$ cat config.mk
export PLATFORM = sky130hd
export DESIGN_NAME = hazard_stall_ctrl
export DESIGN_NICKNAME = d
export VERILOG_FILES = /design/src/rtl/hazard_pkg.sv /design/src/rtl/sat_counter.sv /design/src/rtl/hazard_stall_ctrl.sv
export SDC_FILE = /design/constraint.sdc
export NUM_CORES = 1
export LEC_CHECK = 0
export BUFFER_PORTS_ARGS = -buffer_cell sky130_fd_sc_hd__buf_2
export CAP_MARGIN = 10
export CORE_MARGIN = 2
export CORE_UTILIZATION = 30
export CTS_CLUSTER_DIAMETER = 60
export DETAILED_ROUTE_END_ITERATION = 8
export GPL_ROUTABILITY_DRIVEN = 0
export HOLD_SLACK_MARGIN = 0.02
export PLACE_DENSITY = 0.53
export SYNTH_ARGS = -nofsm -noshare
export SYNTH_HDL_FRONTEND = slang
export SYNTH_SLANG_ARGS = --single-unit
$ cat constraint.sdc
create_clock -name clk -period 7.05 [get_ports clk]
set_clock_uncertainty 0.2 [all_clocks]
set_input_delay 1.0575 -clock clk [delete_from_list [all_inputs] [get_ports clk]]
set_output_delay 1.0575 -clock clk [all_outputs]
set_load 0.01 [all_outputs]
$ cat src/rtl/hazard_pkg.sv
// Shared definitions for the pipeline hazard/stall sequencer.
// State codes are fixed so RUN is the all-zero reset value.
package hazard_pkg;

   localparam int REG_AW_DEF = 5;

   localparam logic [1:0] ST_RUN  = 2'd0;
   localparam logic [1:0] ST_HOLD = 2'd1;

   typedef enum logic [1:0] {
      S_RUN  = ST_RUN,
      S_HOLD = ST_HOLD
   } state_e;

endpackage

$ cat src/rtl/sat_counter.sv
// Saturating up-counter with synchronous active-high clear.
// It sticks at all-ones instead of wrapping.
module sat_counter #(
   parameter int W = 32
) (
   input  logic         clk,
   input  logic         rst,
   input  logic         inc,
   output logic [W-1:0] q
);

   always_ff @(posedge clk) begin
      if (rst) begin
         q <= '0;
      end else if (inc && (q != '1)) begin
         q <= q + 1'b1;
      end
   end

endmodule

$ cat src/rtl/hazard_stall_ctrl.sv
// Stall/flush sequencer for the 5-stage core: covers the hazards forwarding cannot
// (load results, ALU results needed by the ID-stage branch comparator).
module hazard_stall_ctrl
   import hazard_pkg::*;
#(
   parameter int REG_AW = REG_AW_DEF,
   parameter int CNT_W  = 32
) (
   input  logic              clk,
   input  logic              rst,
   input  logic [REG_AW-1:0] IF_ID_r1,
   input  logic [REG_AW-1:0] IF_ID_r2,
   input  logic              IF_ID_uses_r2,
   input  logic              IF_ID_branch,
   input  logic              IF_ID_jump,
   input  logic              branch_taken,
   input  logic [REG_AW-1:0] ID_EX_RegRd,
   input  logic              ID_EX_RegWrite,
   input  logic              ID_EX_MemRead,
   input  logic [REG_AW-1:0] EX_MEM_RegRd,
   input  logic              EX_MEM_MemRead,
   output logic              PCWrite,
   output logic              IF_ID_Write,
   output logic              IF_ID_Flush,
   output logic              ID_EX_Bubble,
   output logic [CNT_W-1:0]  stall_cnt,
   output logic [CNT_W-1:0]  flush_cnt
);

   state_e r_state;
   state_e w_nextState;

   logic w_mE1, w_mE2, w_mM1, w_mM2;
   logic w_exMatch, w_memMatch;
   logic w_hLu, w_hBa, w_hBl2, w_hBl1;
   logic w_stall;
   logic w_stallInc, w_flushInc;

   // x0 is hardwired to zero, so a destination of 0 never creates a dependency.
   assign w_mE1 = (ID_EX_RegRd != '0) && (ID_EX_RegRd == IF_ID_r1);
   assign w_mE2 = (ID_EX_RegRd != '0) && IF_ID_uses_r2 && (ID_EX_RegRd == IF_ID_r2);
   assign w_mM1 = (EX_MEM_RegRd != '0) && (EX_MEM_RegRd == IF_ID_r1);
   assign w_mM2 = (EX_MEM_RegRd != '0) && IF_ID_uses_r2 && (EX_MEM_RegRd == IF_ID_r2);

   assign w_exMatch  = w_mE1 | w_mE2;
   assign w_memMatch = w_mM1 | w_mM2;

   assign w_hLu  = ID_EX_MemRead & w_exMatch;
   assign w_hBa  = IF_ID_branch & ID_EX_RegWrite & ~ID_EX_MemRead & w_exMatch;
   assign w_hBl2 = IF_ID_branch & ID_EX_MemRead & w_exMatch;
   assign w_hBl1 = IF_ID_branch & EX_MEM_MemRead & w_memMatch;

   always_ff @(posedge clk) begin
      if (rst) begin
         r_state <= S_RUN;
      end else begin
         r_state <= w_nextState;
      end
   end

   // HOLD supplies the second stall of a branch waiting on a load still in EX.
   always_comb begin
      w_nextState = S_RUN;
      w_stall     = 1'b0;
      case (r_state)
         S_RUN: begin
            w_stall = w_hLu | w_hBa | w_hBl2 | w_hBl1;
            if (w_hBl2) begin
               w_nextState = S_HOLD;
            end
         end
         S_HOLD: begin
            w_stall = 1'b1;
         end
         default: begin
            w_nextState = S_RUN;
         end
      endcase
   end

   // Stall wins over flush: the comparator result is stale while stalled.
   always_comb begin
      PCWrite      = 1'b1;
      IF_ID_Write  = 1'b1;
      IF_ID_Flush  = 1'b0;
      ID_EX_Bubble = 1'b0;
      if (rst) begin
         PCWrite      = 1'b0;
         IF_ID_Write  = 1'b0;
         IF_ID_Flush  = 1'b1;
         ID_EX_Bubble = 1'b1;
      end else if (w_stall) begin
         PCWrite      = 1'b0;
         IF_ID_Write  = 1'b0;
         ID_EX_Bubble = 1'b1;
      end else begin
         IF_ID_Flush = IF_ID_jump | (IF_ID_branch & branch_taken);
      end
   end

   assign w_stallInc = w_stall & ~rst;
   assign w_flushInc = IF_ID_Flush & ~rst;

   sat_counter #(.W(CNT_W)) u_stallCnt (
      .clk (clk),
      .rst (rst),
      .inc (w_stallInc),
      .q   (stall_cnt)
   );

   sat_counter #(.W(CNT_W)) u_flushCnt (
      .clk (clk),
      .rst (rst),
      .inc (w_flushInc),
      .q   (flush_cnt)
   );

endmodule

Yosys cells after proc, flatten, opt, wreduce, memory -nomap -nowiden
Index checks and enable logic that the tools add are counted.
- register bits after elaboration: 66
- bits of input ports: 29
- output and inout bits: 68
- word-level logic and storage cells: 52
- add/subtract/negate cells: 2
- equality and inequality tests: 7
- multiplexer cells: 8
- bitwise logic cells: 20
- reductions and logical operators: 12
- operator list (kind ; count):
    32-bit by 1-bit adder with 32-bit output, second input constant ; 2
    32-bit != test, second input constant ; 2
    5-bit equality test ; 4
    1-bit AND ; 11
    5-bit nonzero test ; 2
    1-bit logical AND ; 8
    1-bit 2-to-1 mux ; 7
    1-bit OR ; 6
    1-bit NOT ; 3
    2-bit by 1-bit equality test with 1-bit output, second input constant ; 1
    2-bit zero test ; 1
    1-bit case mux with 2 select lines ; 1
    2-bit OR reduction ; 1

Logic depth before layout (Yosys ltp)
Gate-level depths: netlist (run 1).
- word-level depth: 13
- depth in mapped cells: 10
- mapped depth without buffers: 8

Cells and area by module
A second synthesis (run 1) with hierarchy kept.
- cells, all modules: 447
- area, all modules: 3717.3 µm²
- by module, submodules not included (module ; times used ; cells each ; area each (µm²) ; seq. area each (µm²)):
    sat_counter ; 2 ; 199 ; 1674.1 ; 640.6
    hazard_stall_ctrl ; 1 ; 49 ; 369.1 ; 20.0

Least setup slack after synthesis (run 1)
OpenSTA, ideal clock, no wires.
- path kind: input to output
- start: in EX_MEM_RegRd[0]
- end: out PCWrite
- data arrival time: 2704 ps
- required time: 5793 ps
- setup slack: 3089 ps
- cell stages on the path: 8
- path buffers: 3
- path through: or3_1 o311a_1 a22oi_4 buf_2 buf_2 nand2_1 inv_1 buf_4
- longest elaborated chain between the ends: 9
- elaborated cells between the ends (all ways): 12
- those cells by class: 2 x eq/ne; 3 x mux; 3 x bitwise; 4 x reduce/logical
- ends and longest elaborated chain (what ; RTL line ; RTL):
    start, declared ; hazard_stall_ctrl.sv:20 ; input logic [REG_AW-1:0] EX_MEM_RegRd,
    5-bit nonzero test ; hazard_stall_ctrl.sv:42, hazard_stall_ctrl.sv:43 ;
    1-bit logical AND (2 in a row) ; hazard_stall_ctrl.sv:43 ; assign w_mM2 = (EX_MEM_RegRd != '0) && IF_ID_uses_r2 && (EX_MEM_RegRd == IF_ID_r2);
    1-bit OR (*) ; hazard_stall_ctrl.sv:46 ; assign w_memMatch = w_mM1 | w_mM2;
    1-bit AND (*) ; hazard_stall_ctrl.sv:51 ; assign w_hBl1 = IF_ID_branch & EX_MEM_MemRead & w_memMatch;
    1-bit OR (*) ; hazard_stall_ctrl.sv:67 ; w_stall = w_hLu | w_hBa | w_hBl2 | w_hBl1;
    1-bit case mux with 2 select lines (*) ; hazard_stall_ctrl.sv:65 ; case (r_state)
    1-bit 2-to-1 mux (*) (2 in a row) ; - ;
    end, declared ; hazard_stall_ctrl.sv:22 ; output logic PCWrite,
Every way passes the cells marked *; elsewhere a longest branch is shown, timed or not.

Final worst setup path (run 1)
- start: in EX_MEM_RegRd[0]
- end: out IF_ID_Flush
- longest elaborated chain between the ends: 9
- elaborated cells between the ends (all ways): 12
- those cells by class: 2 x eq/ne; 3 x mux; 3 x bitwise; 4 x reduce/logical
- ends and longest elaborated chain (what ; RTL line ; RTL):
    5-bit nonzero test ; hazard_stall_ctrl.sv:42, hazard_stall_ctrl.sv:43 ;
    1-bit logical AND (2 in a row) ; hazard_stall_ctrl.sv:43 ;
    1-bit OR (*) ; hazard_stall_ctrl.sv:46 ;
    1-bit AND (*) ; hazard_stall_ctrl.sv:51 ;
    1-bit OR (*) ; hazard_stall_ctrl.sv:67 ;
    1-bit case mux with 2 select lines (*) ; hazard_stall_ctrl.sv:65 ;
    1-bit 2-to-1 mux (*) ; hazard_stall_ctrl.sv:92 ; end else if (w_stall) begin
    1-bit 2-to-1 mux (*) ; hazard_stall_ctrl.sv:87 ; if (rst) begin
    end, declared ; hazard_stall_ctrl.sv:24 ; output logic IF_ID_Flush,
Marks and branches as above.

==> flow_summary_export.csv, run 1 <==
group,metric,value,unit
routing,routed_via_density,5.11,
cts,cts_post_setup_buffers_inserted,0,
setup_path,endpoint,"IF_ID_Flush",
global_route,grt_antenna_before_repair,0,
setup_path,r2r_cells,7,
power_and_ir_drop,p_int,0.647,mW
logic_synthesis,synth_enable_flop_cells,0,
setup_path,reg2reg_from,"u_flushCnt.q[18]$_SDFFE_PP0P_",
finish,syn2layout_area_growth,23.7,%
run_status,run_status,"complete, but fails checks",
power_and_ir_drop,ir_worst_vdd,0.123,mV
power_and_ir_drop,p_seq_share,44.3,%
floorplan,initial_core_util,30.9,%
logic_synthesis,synth_seq_area_share,36.5,%
global_route,grt_first_pass_wirelength,15000,um
power_and_ir_drop,switching_share,22.8,%
finish,post_route_cells_drive_above_1_share,24.3,%
place,hpwl,6800,um
floorplan,die_area,12800,um^2
sta,totalNegativeSetupSlack,0,ns
cts,cts_buffer_depth,2,
finish,layout.cells.most_common,"buf_2",
sta,grt_setup_unrepaired,"false",
logic_synthesis,netlist_top_cells_area,"dfxtp_1, xnor2_1, xor2_1, nor2_1, nand4_1",
run,cap_violations,0,
finish,most-common-layout-cells,"buf_2, dfxtp_1, nor2_1, xnor2_1, nand2_1",
setup_path,critPathArrivalTime,2.82,ns
routing,drc,7,
sta,timing.hold.ws,0.293,ns
worst_hold_path,min-delay-path-class,"register to register",
sta,report.final.slew_viol_count,0,
floorplan,design.core.area,11500,um^2
sta,final_hold_viol_count,0,
routing,drt_wl_total,9370,um
cts,post_cts.resized_instances,0,
setup_path,crit_path_start_kind,"input port",
logic_synthesis,postSynthRegisterBits,65,
power_and_ir_drop,p_per_area,190,nW/um^2
sta,fin_crit,4.08,ns
finish,final.fill_count,1249,
finish,post_layout_nonfiller_instances,666,
setup_path,worst-setup-path-type,"input port to primary output",
setup_path,start_point_of_the_critical_path,"EX_MEM_RegRd[0]",
setup_path,timing.critical_path.required,5.79,ns
cts,h-tree-depth,3,
finish,final_nets,549,
cts,root_buffer,"clkbuf_16",
worst_hold_path,timing.hold.worst.start,"u_stallCnt.q[6]$_SDFFE_PP0P_",
place,port-buffer-count,96,
power_and_ir_drop,power.combinational.fraction,6.9,%
finish,fin_area,4410,um^2
run_status,violated_checks,"DRC",
place,placement.cell_area,4130,um^2
cts,cts.sinks,65,
floorplan,floorplan.die.height,113,um
logic_synthesis,synth-warning-count,0,
power_and_ir_drop,power.net_switching,0.191,mW
logic_synthesis,yosysTopAreaCell,"dfxtp_1",
routing,detail_route.iter0.violations,267,
logic_synthesis,synthesis.nets,461,
floorplan,pin_count,97,
setup_path,timing.critical_path.to_type,"primary output",
global_route,grt_overflow,0,
cts,holdBufCountCts,0,
sta,max_freq,245,MHz
power_and_ir_drop,part_of_the_total_power_dissipated_in_the_clock_network,48.8,%
routing,final_antenna_net_count,0,
setup_path,critical_path_peak_fanout,21,
setup_path,timing.reg2reg.setup_slack,4.18,ns
routing,drt-pass1-iter-count,7,
logic_synthesis,postSynthCellCount,430,
routing,routed-via-count,3402,
sta,setup_viol_count_final,0,
place,placed_cells_incl_taps,650,
logic_synthesis,ys_types,45,
logic_synthesis,synth_area,3560,um^2
cts,cts.reportedPaths.clkPinSlew,0.05,ns
logic_synthesis,dominantRegCellSynth,"dfxtp_1",
logic_synthesis,synthesis.area_per_instance,8.28,um^2
routing,routed_wire_length_per_instance,14.1,um
power_and_ir_drop,report.power.total,0.838,mW
setup_path,r2r-end,"u_flushCnt.q[30]$_SDFFE_PP0P_",
sta,timing_worst_slew_pin_value,0.770,ns
global_route,grt.total_usage,14.5,%
power_and_ir_drop,leakagePower,1.81,nW
finish,diodes,0,
logic_synthesis,yosys.area.top_type_share,36.5,%
sta,max-slew-margin-rel,48.5,%
floorplan,row_count,39,
global_route,grt_pass1_vias,3023,
logic_synthesis,synth_async_sr_flop_share,0,%
global_route,grt_start_max_net_pins,75,
cts,tritoncts,"yes",
floorplan,die_width,113,um
cts,insertion_delay_of_the_later_clocked_pin_in_the_worst_skew_pair,0.33,ns
cts,cts_buffers,9,
sta,final.period_utilization,57.8,%
Yosys cell counts (2+ instances only):
library cell,number
nor3b_1,2
or4_1,9
nor2b_1,6
o31ai_1,8
ha_1,2
o21ai_0,11
nor3_1,12
mux2_2,4
a21oi_1,18
and4_1,5
and2_2,2
mux2i_1,3
nor3_2,2
dfxtp_1,65
and2_1,4
clkbuf_1,10
nor2_1,54
nand2_1,30
nand3_1,28
inv_1,5
buf_2,7
nand4b_1,6
nand2b_1,6
or3_1,10
buf_4,3
xnor2_1,32
nor4_1,6
xor2_1,25
nand4_1,25
and3_1,15
layout make-up:
| cell class | instances | area (um^2) | share of cell area (%) |
|---|---|---|---|
| multi-input cells | 339 | 2140 | 48.5 |
| flip-flops and latches | 65 | 1300 | 29.5 |
| repair buffers | 98 | 495 | 11.2 |
| clock buffers | 13 | 260 | 5.91 |
| well taps | 143 | 179 | 4.06 |
| inverters | 5 | 18.8 | 0.426 |
| clock inverters | 3 | 15.0 | 0.341 |
routing by layer:
layer,track usage [%],routed length (um),part of all wire (%)
met3,3.70,455,4.9
met4,4.63,54,0.58
met1,19.8,4620,49
met5,0,0,0
met2,22.6,4240,45
through the flow:
stage	util, %	setup slack, ns
floorplan	-	3.09
global placement	35.9	3.01
detailed placement	35.9	2.91
CTS	38.3	2.96
global route	38.3	2.80
finish	38.3	2.97
worst min path at each step:
stage,end,slack [ns],depth (start not counted)
finish,u_stallCnt.q[6]$_SDFFE_PP0P_,0.29,1
global route,u_stallCnt.q[6]$_SDFFE_PP0P_,0.31,1
CTS,u_stallCnt.q[6]$_SDFFE_PP0P_,0.29,1
detailed placement,u_stallCnt.q[6]$_SDFFE_PP0P_,0.28,1
global placement,u_stallCnt.q[6]$_SDFFE_PP0P_,0.27,1
floorplan,u_stallCnt.q[6]$_SDFFE_PP0P_,0.29,1
worst max-delay path: stages:
cell and delay, ns:
buf_2 0.12, or3_1 0.39, o311a_1 0.36, a22oi_4 0.48, nand2_1 0.11, o21bai_1 0.16
buf_2 0.15
cells by family after synthesis:
| logic type | after synthesis | share of synthesized area (%) |
|---|---|---|
| multiplexers | 7 | 2.11 |
| buffers and inverters | 26 | 3.51 |
| XOR/XNOR | 57 | 14.0 |
| adder cells (fa/ha/maj) | 2 | 0.702 |
| flip-flops | 65 | 36.5 |
| AND/OR/NAND/NOR | 229 | 35.1 |
| AO/OA/AOI/OAI | 44 | 8.08 |
power by group through the flow:
stage	registers, mW	clock network, mW	logic [mW]
floorplan	0.379	0	0.0368
global placement	0.379	0	0.0577
detailed placement	0.379	0	0.0588
CTS	0.371	0.424	0.0590
global route	0.371	0.441	0.0646
finish	0.371	0.409	0.0582
registers in the layout (all words and copies together) (netlist names):
signal,count
r_state,1
u_flushCnt.q,32
u_stallCnt.q,32
Power figures use the tool's default switching activity.
==> run 2: changes to the inputs <==
- PLACE_DENSITY: 0.53 -> 0.54
- clock period: 7.05 -> 3.4 ns (I/O delays scaled with it)
==> flow_summary_export.csv, run 2 (synthesis results as in run 1) <==
group,metric,value,unit
run_status,run_status,"complete, but fails checks",
run_status,violated_checks,"DRC",
sta,max_freq,349,MHz
routing,routed-via-count,3429,
sta,final.period_utilization,84.3,%
sta,fin_ws,0.535,ns
finish,fin_area,4500,um^2
routing,dr.max_layer_used,"met4",
worst_hold_path,min-delay-path-class,"input port to register",
place,hpwl,7120,um
floorplan,row_count,39,
power_and_ir_drop,leakagePower,1.86,nW
routing,wl_met2,4300,um
cts,cts_buffer_depth,2,
cts,cts_post_setup_buffers_inserted,0,
sta,max-slew-margin-rel,67.3,%
cts,root_buffer,"clkbuf_16",
floorplan,pin_count,97,
cts,post_cts.resized_instances,0,
floorplan,die_area,12800,um^2
routing,drt_wl_total,9570,um
routing,detailroute.wirelength.met3,517,um
floorplan,floorplan.die.height,113,um
finish,post_route_cells_drive_above_1_share,25.4,%
power_and_ir_drop,ir_worst_vdd,0.181,mV
place,placement.cell_area,4190,um^2
sta,fin_crit,2.87,ns
setup_path,critical_path_peak_fanout,13,
finish,top_regs,"u_flushCnt.q (32), u_stallCnt.q (32), r_state (1)",
place,dpl_worst_slack,0.369,ns
setup_path,critPathArrivalTime,2.16,ns
finish,most-common-layout-cells,"buf_2, dfxtp_1, nor2_1, xnor2_1, nand2_1",
cts,insertion_delay_of_the_later_clocked_pin_in_the_worst_skew_pair,0.33,ns
finish,syn2layout_area_growth,26.3,%
global_route,grt_pass1_vias,3205,
setup_path,timing.critical_path.required,2.69,ns
run,cap_violations,0,
setup_path,worst-setup-path-type,"input port to primary output",
finish,diodes,0,
setup_path,crit_path_start_kind,"input port",
cts,cts_buffers,9,
floorplan,initial_core_util,30.9,%
sta,report.final.slew_viol_count,0,
sta,totalNegativeSetupSlack,0,ns
routing,routed_via_density,5.09,
sta,setup_viol_count_final,0,
cts,cts.reportedPaths.clkPinSlew,0.05,ns
sta,timing_worst_slew_pin_value,0.487,ns
finish,layout.cells.most_common,"buf_2",
sta,final_hold_viol_count,0,
cts,tritoncts,"yes",
global_route,grt_start_max_net_pins,34,
cts,cts.sinks,65,
global_route,grt_antenna_before_repair,0,
floorplan,design.core.area,11500,um^2
sta,grt_setup_unrepaired,"false",
setup_path,timing.critical_path.to_type,"primary output",
routing,m1WireLength,4610,um
cts,holdBufCountCts,0,
routing,drc,9,
global_route,grt_overflow,0,
routing,routed_wire_length_per_instance,14.2,um
global_route,grt.total_usage,15.3,%
place,port-buffer-count,96,
routing,drt-pass1-iter-count,6,
global_route,grt_first_pass_wirelength,15900,um
cts,h-tree-depth,3,
floorplan,die_width,113,um
finish,final_nets,557,
routing,detail_route.iter0.violations,222,
routing,final_antenna_net_count,0,
power_and_ir_drop,p_per_area,411,nW/um^2
-- run 2: cell types whose count changed in the layout (fill, tap and decap cells not counted) --
cell	delta
bufinv_16	+1
buf_4	+8
clkbuf_8	+1
clkinv_2	-2
-- run 2: worst max-delay path, cell delays in order --
cell	delay, ns
buf_2	0.13
or3_1	0.39
o311a_1	0.36
a22oi_4	0.36
nand2_1	0.10
o21bai_1	0.16
buf_2	0.15
-- run 2: final timing paths --
kind	endpoint	slack [ns]	cells after the start	startpoint
worst max-delay path	IF_ID_Flush	0.53	7	EX_MEM_RegRd[0]
worst min-delay path	r_state[0]$_SDFF_PP0_	0.24	3	ID_EX_MemRead
worst max register to register	u_flushCnt.q[30]$_SDFFE_PP0P_	0.55	8	u_flushCnt.q[18]$_SDFFE_PP0P_
worst min register to register	u_stallCnt.q[6]$_SDFFE_PP0P_	0.28	1	u_stallCnt.q[6]$_SDFFE_PP0P_
-- run 2: metrics by stage --
stage	power, mW	hold WS (ns)	utilization (%)	cells
CTS	1.88	0.229	39.1	674
floorplan	0.862	0.286	-	430
global route	1.93	0.253	39.1	674
detailed placement	0.914	0.276	36.4	658
finish	1.85	0.238	39.1	674
global placement	0.912	0.264	36.4	658
-- run 2: layout make-up --
| cell class | count | area [um^2] |
|---|---|---|
| fillers | 1208 | 7020 |
| multi-input cells | 339 | 2140 |
| flip-flops and latches | 65 | 1300 |
| repair buffers | 106 | 556 |
| clock buffers | 14 | 274 |
| well taps | 143 | 179 |
| clock inverters | 2 | 35.0 |
| inverters | 5 | 18.8 |
-- run 2: layer usage --
metal	vias to the layer above	global-route usage, %
met5	-	0
met4	0	5.85
met3	12	3.48
met2	94	23.7
met1	1597	20.8
li1	1726	-
-- run 2: report_power, final --
group,internal [mW],total (mW),switching (mW),leakage (nW)
Sequential,0.765,0.769,0.00432,0.524
Combinational,0.0527,0.126,0.0737,1.18
Clock,0.627,0.955,0.329,0.153
==> run 3: changes to the inputs <==
- clock period: 3.4 -> 2.4 ns (I/O delays scaled with it)
==> flow_summary_export.csv, run 3 (synthesis results as in run 1) <==
group,metric,value,unit
global_route,grt_overflow,0,
place,port-buffer-count,96,
setup_path,timing.critical_path.required,1.84,ns
sta,max_freq,425,MHz
cts,cts_buffer_depth,2,
cts,tritoncts,"yes",
run,cap_violations,0,
floorplan,die_width,113,um
floorplan,die_area,12800,um^2
sta,grt_setup_unrepaired,"true",
cts,insertion_delay_of_the_later_clocked_pin_in_the_worst_skew_pair,0.34,ns
cts,cts_buffers,9,
finish,diodes,0,
finish,syn2layout_area_growth,37.2,%
finish,postLayoutCoreUtil,42.4,%
setup_path,timing.reg2reg.setup_slack,0.13,ns
setup_path,critical_path_peak_fanout,4,
global_route,top_usage_layer,"met2",
setup_path,timing.critical_path.to_type,"primary output",
finish,final_nets,601,
routing,drt_wl_total,10200,um
power_and_ir_drop,p_seq_share,43.9,%
setup_path,crit_path_start_kind,"input port",
global_route,grt_start_max_net_pins,33,
cts,holdBufCountCts,0,
setup_path,slowest_delay,0.39,ns
finish,post_layout_nonfiller_instances,715,
floorplan,initial_core_util,30.9,%
place,placement.cell_area,4520,um^2
power_and_ir_drop,p_per_area,507,nW/um^2
run_status,violated_checks,"DRC",
power_and_ir_drop,leakagePower,2.09,nW
cts,root_buffer,"clkbuf_16",
setup_path,critPathArrivalTime,1.79,ns
sta,setup_viol_count_final,0,
routing,routed-via-count,3585,
routing,final_antenna_net_count,0,
global_route,grt_util_met3,4.18,%
sta,timing.hold.ws,0.0877,ns
sta,totalNegativeSetupSlack,0,ns
power_and_ir_drop,p_int,1.90,mW
sta,report.final.slew_viol_count,0,
place,placed_cells_incl_taps,698,
setup_path,r2r_cells,7,
worst_hold_path,min-delay-path-class,"input port to register",
routing,routed_wire_length_per_instance,14.3,um
global_route,groute.layer.met2.usage,26.2,%
run_status,run_status,"complete, but fails checks",
routing,routed_via_density,5.01,
sta,timing_worst_slew_pin_value,0.383,ns
cts,cts.reportedPaths.clkPinSlew,0.05,ns
global_route,grt_antenna_before_repair,0,
power_and_ir_drop,power.combinational.fraction,9.3,%
routing,detail_route.iter0.violations,196,
sta,final_hold_viol_count,0,
power_and_ir_drop,power.net_switching,0.577,mW
power_and_ir_drop,ir_worst_vdd,0.272,mV
sta,final.period_utilization,98.0,%
global_route,grtUsageMet1,20.9,%
place,hpwl,7540,um
floorplan,pin_count,97,
cts,h-tree-depth,3,
sta,fin_crit,2.35,ns
routing,drt-pass1-iter-count,8,
setup_path,worst-setup-path-type,"input port to primary output",
setup_path,reg2reg_from,"u_stallCnt.q[9]$_SDFFE_PP0P_",
finish,layout.cells.most_common,"buf_2",
floorplan,row_count,39,
finish,final.fill_count,1160,
finish,most-common-layout-cells,"buf_2, dfxtp_1, nor2_1, buf_4, xnor2_1",
sta,max-slew-margin-rel,74.2,%
setup_path,r2r-end,"u_stallCnt.q[28]$_SDFFE_PP0P_",
finish,top_regs,"u_flushCnt.q (32), u_stallCnt.q (32), r_state (1)",
setup_path,crit_chain,"buf_6, or3_4, o311a_4, a22oi_4, nand2_2, o21bai_1, buf_2",
global_route,grt_pass1_vias,3408,
global_route,grt_first_pass_wirelength,16600,um
routing,drc,8,
finish,fin_area,4890,um^2
power_and_ir_drop,switching_share,23.3,%
worst_hold_path,timing.hold.worst.start,"ID_EX_MemRead",
worst_hold_path,holdPathStages,3,
cts,cts.sinks,65,
floorplan,floorplan.die.height,113,um
power_and_ir_drop,part_of_the_total_power_dissipated_in_the_clock_network,46.8,%
setup_path,crit_path_top_delay_cell,"or3_4",
global_route,grt.total_usage,16.2,%
floorplan,design.core.area,11500,um^2
worst_hold_path,min_delay_worst_endpoint,"r_state[0]$_SDFF_PP0_",
finish,post_route_cells_drive_above_1_share,33.4,%
==> run 3: repair_timing <==
item,4_1_cts,5_1_grt
buffers inserted,3,2
pin swaps,6,7
cloned,0,0
gates resized for setup,6,13
endpoints found under the setup margin,4,14
==> run 3: worst max path at each step <==
stage                     cells after the start                       endpoint  slack (ns)            start
after global routing                          7                    IF_ID_Flush       -0.02  EX_MEM_RegRd[1]
after floorplan                               8                        PCWrite        0.01  EX_MEM_RegRd[0]
after CTS                                     8                    IF_ID_Flush      -0.009  EX_MEM_RegRd[1]
after detailed placement                      8  u_flushCnt.q[21]$_SDFFE_PP0P_       -0.21  EX_MEM_RegRd[0]
final                                         7                    IF_ID_Flush        0.05  EX_MEM_RegRd[1]
after global placement                        8  u_flushCnt.q[21]$_SDFFE_PP0P_       -0.19  EX_MEM_RegRd[0]
==> run 3: critical path, delay by kind of cell <==
| family | cells | cell delay (ns) |
|---|---|---|
| buffers and inverters | 2 | 0.24 |
| and+or+nand+nor | 2 | 0.45 |
| AOI/OAI and AO/OA | 3 | 0.74 |
==> run 3: routing by layer <==
| metal | vias to the layer above | part of all wire, % | wire length, um |
|---|---|---|---|
| met4 | 0 | 1.7 | 172 |
| li1 | 1812 | - | - |
| met2 | 99 | 47 | 4770 |
| met3 | 14 | 4.9 | 500 |
| met1 | 1660 | 47 | 4770 |
| met5 | - | 0 | 0 |
==> run 3: cell type report <==
class | count | area (um^2) | share of cell area [%]
repair buffers | 150 | 923 | 18.9
multi-input cells | 339 | 2210 | 45.3
inverters | 5 | 18.8 | 0.384
clock inverters | 1 | 5.00 | 0.102
clock buffers | 12 | 246 | 5.04
well taps | 143 | 179 | 3.66
flip-flops and latches | 65 | 1300 | 26.6
==> run 3: per-stage QoR <==
step                      worst slack, ns  power (mW)
after global routing              -0.0210        2.58
final                              0.0481        2.48
after CTS                        -0.00879        2.51
after detailed placement           -0.214        1.32
after global placement             -0.187        1.32
after floorplan                    0.0121        1.22
==> run 3: power by group through the flow <==
stage	sequential, mW	combinational (mW)	clock [mW]
floorplan	1.11	0.111	0
global placement	1.11	0.211	0
detailed placement	1.11	0.212	0
CTS	1.09	0.222	1.20
global route	1.09	0.250	1.24
finish	1.09	0.230	1.16
